===== config.mk =====
export PLATFORM = sky130hd
export DESIGN_NAME = lbp_seg_encoder
export DESIGN_NICKNAME = d
export VERILOG_FILES = /design/src/rtl/lbp_seg_encoder.sv
export SDC_FILE = /design/constraint.sdc
export NUM_CORES = 1
export LEC_CHECK = 0
export ABC_AREA = 0
export ABC_CLOCK_PERIOD_IN_PS = 2250
export BUFFER_PORTS_ARGS = -buffer_cell sky130_fd_sc_hd__clkbuf_2
export CORE_MARGIN = 10
export CORE_UTILIZATION = 50
export CTS_BUF_LIST = sky130_fd_sc_hd__clkbuf_8
export CTS_CLUSTER_SIZE = 25
export DETAILED_ROUTE_END_ITERATION = 10
export PLACE_DENSITY = 0.82
export SLEW_MARGIN = 20
export SYNTH_ARGS = -nofsm -noshare
export SYNTH_HDL_FRONTEND = slang
export SYNTH_SLANG_ARGS = --single-unit

===== constraint.sdc =====
create_clock -name clk -period 2.25 [get_ports clk]
set_input_delay 0.1125 -clock clk [delete_from_list [all_inputs] [get_ports clk]]
set_output_delay 0.1125 -clock clk [all_outputs]
set_load 0.02 [all_outputs]

===== src/rtl/lbp_seg_encoder.sv =====
// rtl/lbp_seg_encoder.sv - sequential segment-scanning leading-one (LBP) encoder
//
// Purpose:
//   Takes a DATA_W-bit word over a valid/ready handshake. It scans the word
//   MSB-first in SEG_W-bit segments, one segment per clock, and stops at the
//   first segment that holds a one. The result is {pos,1'b0}, where pos is the
//   index of the highest set bit. An all-zero word gives {0,1'b1}.
//
// Optional feature macro: LBP_PARITY_EN
//   When defined, adds in_par and out_perr. in_par is even parity over in_data.
//   Parity is checked when the word is captured. out_perr is valid with out_code.
//
// Ports:
//   clk        in   1        rising-edge clock
//   rst_n      in   1        asynchronous active-low reset
//   in_valid   in   1        input word valid
//   in_ready   out  1        block can take a word this cycle
//   in_data    in   DATA_W   word to encode, MSB has highest priority
//   out_valid  out  1        result valid, held until taken
//   out_ready  in   1        downstream accepts result
//   out_code   out  POS_W+1  {pos,1'b0} on a hit, {0,1'b1} for an all-zero word
//   in_par     in   1        (LBP_PARITY_EN) even parity over in_data
//   out_perr   out  1        (LBP_PARITY_EN) parity error of the encoded word

module lbp_seg_encoder #(
  parameter int DATA_W = 32,
  parameter int SEG_W  = 8,
  localparam int NSEG   = DATA_W / SEG_W,
  localparam int POS_W  = $clog2(DATA_W),
  localparam int SEG_CW = (NSEG > 1) ? $clog2(NSEG) : 1
) (
  input  logic              clk,
  input  logic              rst_n,
  input  logic              in_valid,
  output logic              in_ready,
  input  logic [DATA_W-1:0] in_data,
  output logic              out_valid,
  input  logic              out_ready,
  output logic [POS_W:0]    out_code
`ifdef LBP_PARITY_EN
  ,
  input  logic              in_par,
  output logic              out_perr
`endif
);

  localparam int LZ_W = (SEG_W > 1) ? $clog2(SEG_W) : 1;

  typedef enum logic [1:0] {
    IDLE = 2'd0,
    SCAN = 2'd1,
    DONE = 2'd2
  } state_t;

  state_t              r_state;
  state_t              w_next;
  logic [DATA_W-1:0]   r_data;
  logic [SEG_CW-1:0]   r_seg;
  logic [POS_W:0]      r_code;
  logic                r_valid;

  logic                w_accept;
  logic [SEG_W-1:0]    w_seg_bits;
  logic                w_hit;
  logic                w_last_seg;
  logic                w_finish;
  logic [LZ_W-1:0]     w_lz;
  logic [POS_W-1:0]    w_pos;

  assign w_accept   = in_valid & in_ready;
  assign w_seg_bits = r_data[r_seg*SEG_W +: SEG_W];
  assign w_hit      = |w_seg_bits;
  assign w_last_seg = (r_seg == '0);
  assign w_finish   = (r_state == SCAN) && (w_hit || w_last_seg);

  // Highest set bit within the current segment. Later iterations override
  // earlier ones, so the top-most one wins.
  always_comb begin
    w_lz = '0;
    for (int i = 0; i < SEG_W; i++) begin
      if (w_seg_bits[i]) w_lz = LZ_W'(i);
    end
  end

  // Arithmetic is modulo 2**POS_W. The true value is always below DATA_W,
  // so the result cannot wrap.
  assign w_pos = POS_W'(r_seg) * POS_W'(SEG_W) + POS_W'(w_lz);

  // State register
  always_ff @(posedge clk or negedge rst_n) begin
    if (!rst_n) r_state <= IDLE;
    else        r_state <= w_next;
  end

  // Next-state logic
  always_comb begin
    w_next = r_state;
    case (r_state)
      IDLE: if (in_valid) w_next = SCAN;
      SCAN: if (w_hit || w_last_seg) w_next = DONE;
      DONE: if (out_ready) w_next = in_valid ? SCAN : IDLE;
      default: w_next = IDLE;
    endcase
  end

  // Output logic. In DONE, the result and the next word share one edge.
  always_comb begin
    in_ready = 1'b0;
    case (r_state)
      IDLE:    in_ready = 1'b1;
      DONE:    in_ready = out_ready;
      default: in_ready = 1'b0;
    endcase
  end

  // Datapath
  always_ff @(posedge clk or negedge rst_n) begin
    if (!rst_n) begin
      r_data  <= '0;
      r_seg   <= SEG_CW'(NSEG - 1);
      r_code  <= '0;
      r_valid <= 1'b0;
    end else begin
      if (w_accept) begin
        r_data <= in_data;
        r_seg  <= SEG_CW'(NSEG - 1);
      end else if (r_state == SCAN && !w_hit && !w_last_seg) begin
        r_seg <= r_seg - 1'b1;
      end

      if (w_finish) begin
        r_code  <= w_hit ? {w_pos, 1'b0} : {{POS_W{1'b0}}, 1'b1};
        r_valid <= 1'b1;
      end else if (r_state == DONE && out_ready) begin
        r_valid <= 1'b0;
      end
    end
  end

  assign out_valid = r_valid;
  assign out_code  = r_code;

`ifdef LBP_PARITY_EN
  logic r_perr_cap;
  logic r_perr;

  // The error flag is captured with the word. It is published with the code,
  // so out_perr keeps its value while a new word is scanned.
  always_ff @(posedge clk or negedge rst_n) begin
    if (!rst_n) begin
      r_perr_cap <= 1'b0;
      r_perr     <= 1'b0;
    end else begin
      if (w_accept) r_perr_cap <= ^{in_data, in_par};
      if (w_finish) r_perr     <= r_perr_cap;
    end
  end

  assign out_perr = r_perr;
`endif

endmodule


==> run summary <==
Worst setup EP type -> flip-flop
Worst R2R Path Depth -> 6
total power draw -> 2920 uW
total grt overflow -> 0
reg-to-reg slack, setup -> -210 ps
DR WL met2 -> 1.98 mm
Root Buffer -> clkbuf_8
chip width -> 82.6 microns
met3 wire length -> 244 microns
most frequent cell after synthesis -> nand2_1
Tightest Pin Transition -> 512 ps
IO buf count -> 43
number of fill cells -> 307
Clock transition at path regs -> 70 ps
Placed Instances -> 294
NumNets Final -> 294
synth top area cells -> dfrtp_1 52%, nand2_1 19%, mux4_1 6.7%, mux4_2 3.4%, dfstp_2 2.7%
max-cap viol count -> 0
number of flops mapped to enable cells by yosys -> 0
crit-path cells -> buf_6, mux4_2, or4_4, nor4_4, xnor2_1, nand2_1
Area growth syn-to-layout -> 25.8%
starting density of the core -> 0.528
Final min period -> 2460 ps
Post-DRT Antenna Nets -> 0
Mapped Cells -> 198
final setup margin -> -205 ps
Rel. slew slack -> 0.659
Hold WS -> 6.98 ps
period utilization -> 1.09
Worst Hold Depth -> 3
run status -> finished, violations left
post-route met1 wirelength -> 1.81 mm
Hold WC Path Type -> primary input to flip-flop
Ant. Diodes -> 0
WL final -> 4.13 mm
Num CTS Buffers -> 5
flops & latches, synth -> 43
violated checks -> setup timing
area share of the largest cell type after synthesis -> 0.523
CP delay by family, top -> simple AND/OR/NAND/NOR gates
Worst Setup Start Kind -> flip-flop
fin util -> 0.664
buffers and inverters on the worst path -> 1
H-tree lvl count -> 2
GR Util All Layers -> 0.134
min-delay src -> in_data[29]
Final Max Tran Viols -> 0
Fin. Hold Viols -> 0
crit path DAT -> 2670 ps
via count -> 1520
worst stage delay on the critical path -> 590 ps
Fmax achieved -> 407 MHz
initial drt markers -> 57
Post-synth ARST share -> 1.00
reg2reg start -> r_seg[0]
Mapped Area -> 0.00196 sq mm
synth unique cells -> 26
Max FO, Critical Path -> 4
Final HPWL DP -> 3.15 mm
Worst Path Class, Setup -> flip-flop to flip-flop
Worst Clk Skew -> 5.90 ps
Final setup viols -> 9
number of global-route vias before repair -> 1623
cell row count -> 22
data required time of the worst path -> 2460 ps
Post-Place Worst Slack -> -226 ps
Synth Area per Inst -> 9.91 sq um
mean routed wirelength per cell -> 13.5 microns
FF-to-FF End -> r_seg[0]
register area share after synthesis -> 0.550
Hold Path Sink -> r_data[29]
drt first pass iters -> 4
clock buffer depth -> 2
Die Area -> 0.00683 sq mm
Syn Nets -> 235
yosys warns -> 0
die height -> 82.6 microns
clock sinks -> 43
core area -> 0.00372 sq mm
Final GP Congestion -> 0.758
area leader, netlist -> dfrtp_1
share of cells above drive strength 1 -> 0.341
largest net degree at the start of global routing -> 44
Peak supply drop -> 0.000624 V
Clock Latency Late Sink -> 290 ps
Finished Layout Cells -> 306
pwr dens -> 1180 mW/mm^2
Slowest cell on crit path -> or4_4
Most used DFF post-synth -> dfrtp_1
CTS tree -> yes
Vias/cell -> 4.97
global-route wire length before repair -> 7.04 mm
Pleak -> 0.00132 uW
initial antenna violation count -> 0
DRC viols -> 0
highest routed layer -> met4
RSZ-0062 raised after global routing -> yes
io pins -> 44
top post-synthesis cells by count -> 101 x nand2_1, 41 x dfrtp_1, 8 x clkbuf_1
registers in the layout (all words and copies together) (netlist names):
signal and count:
r_data 32, r_seg 2, r_state 2, out_valid 1, out_code 6
layer usage:
metal  track usage  vias up
met1         0.163      715
met4        0.0585        0
met2         0.211       37
li1              -      761
met5             0        -
met3        0.0454        7
repair_timing:
action,CTS,global route
setup endpoints to repair,11,11
buffers inserted,2,1
hold endpoints to repair,41,0
pin swaps,6,4
resized for setup,9,6
hold buffers,1,0
cells in the final DEF, fill, tap and decap left out, types with 2 or more instances in the layout:
cell,instances
o21ai_0,2
inv_1,4
clkbuf_8,7
nand2b_1,3
nor2b_1,3
mux4_2,7
clkbuf_2,43
a21oi_1,4
nor2_1,4
or4_4,2
o21ai_2,2
dfrtp_1,41
dfstp_2,2
buf_4,13
nand2_1,100
buf_6,3
per-stage QoR:
step                      instance area [sq um]  setup TNS [ps]
after detailed placement                   2310           -1530
after global routing                       2470           -2460
after CTS                                  2440           -1630
after global placement                     2310           -1000
final                                      2470           -1550
after floorplan                            1960            -678
worst reg2reg max path: cells and delay by family, from the launching register on:
family                    cells  cell delay [ps]
muxes                         1              510
DFF                           1              580
and+or+nand+nor               3             1000
xor gates and xnor gates      1              160
buffers and inverters         1              130
layout make-up:
cell class                 count  area, sq um  share of cell area
timing repair buffer          61          377               0.153
inverter                       3         11.3             0.00456
clock inverter                 1         3.75             0.00152
multi-input combinational    143          841               0.341
clock buffer                   7         96.3              0.0390
tap                           48         60.1              0.0243
sequential                    43         1080               0.437
kinds of logic (layout without fill, tap and decap cells):
family | count (synthesis) | count (layout) | synth area share
simple gates | 118 | 118 | 0.254
flops | 43 | 43 | 0.550
compound gates | 15 | 15 | 0.0574
buf+inv | 12 | 72 | 0.0268
mux | 8 | 8 | 0.101
fa+ha+maj | 1 | 1 | 0.00638
xor+xnor | 1 | 1 | 0.00447
where the power goes:
part	leakage (uW)	internal [uW]	switching (uW)
clock	0.0000557	275	239
sequential	0.000523	1080	195
combinational	0.000746	561	569
total	0.00132	1910	1000
how the worst max path moves through the flow:
stage | from | depth (start not counted) | to
6_report | r_seg[0] | 6 | r_seg[0]
2_1_floorplan | r_seg[0] | 6 | out_code[2]
4_1_cts | r_seg[0] | 6 | r_seg[0]
5_1_grt | r_seg[0] | 6 | r_seg[0]
3_3_place_gp | r_seg[0] | 7 | out_code[1]
3_5_place_dp | r_seg[0] | 6 | r_seg[0]
No activity file was read; power rests on OpenSTA's default activity.
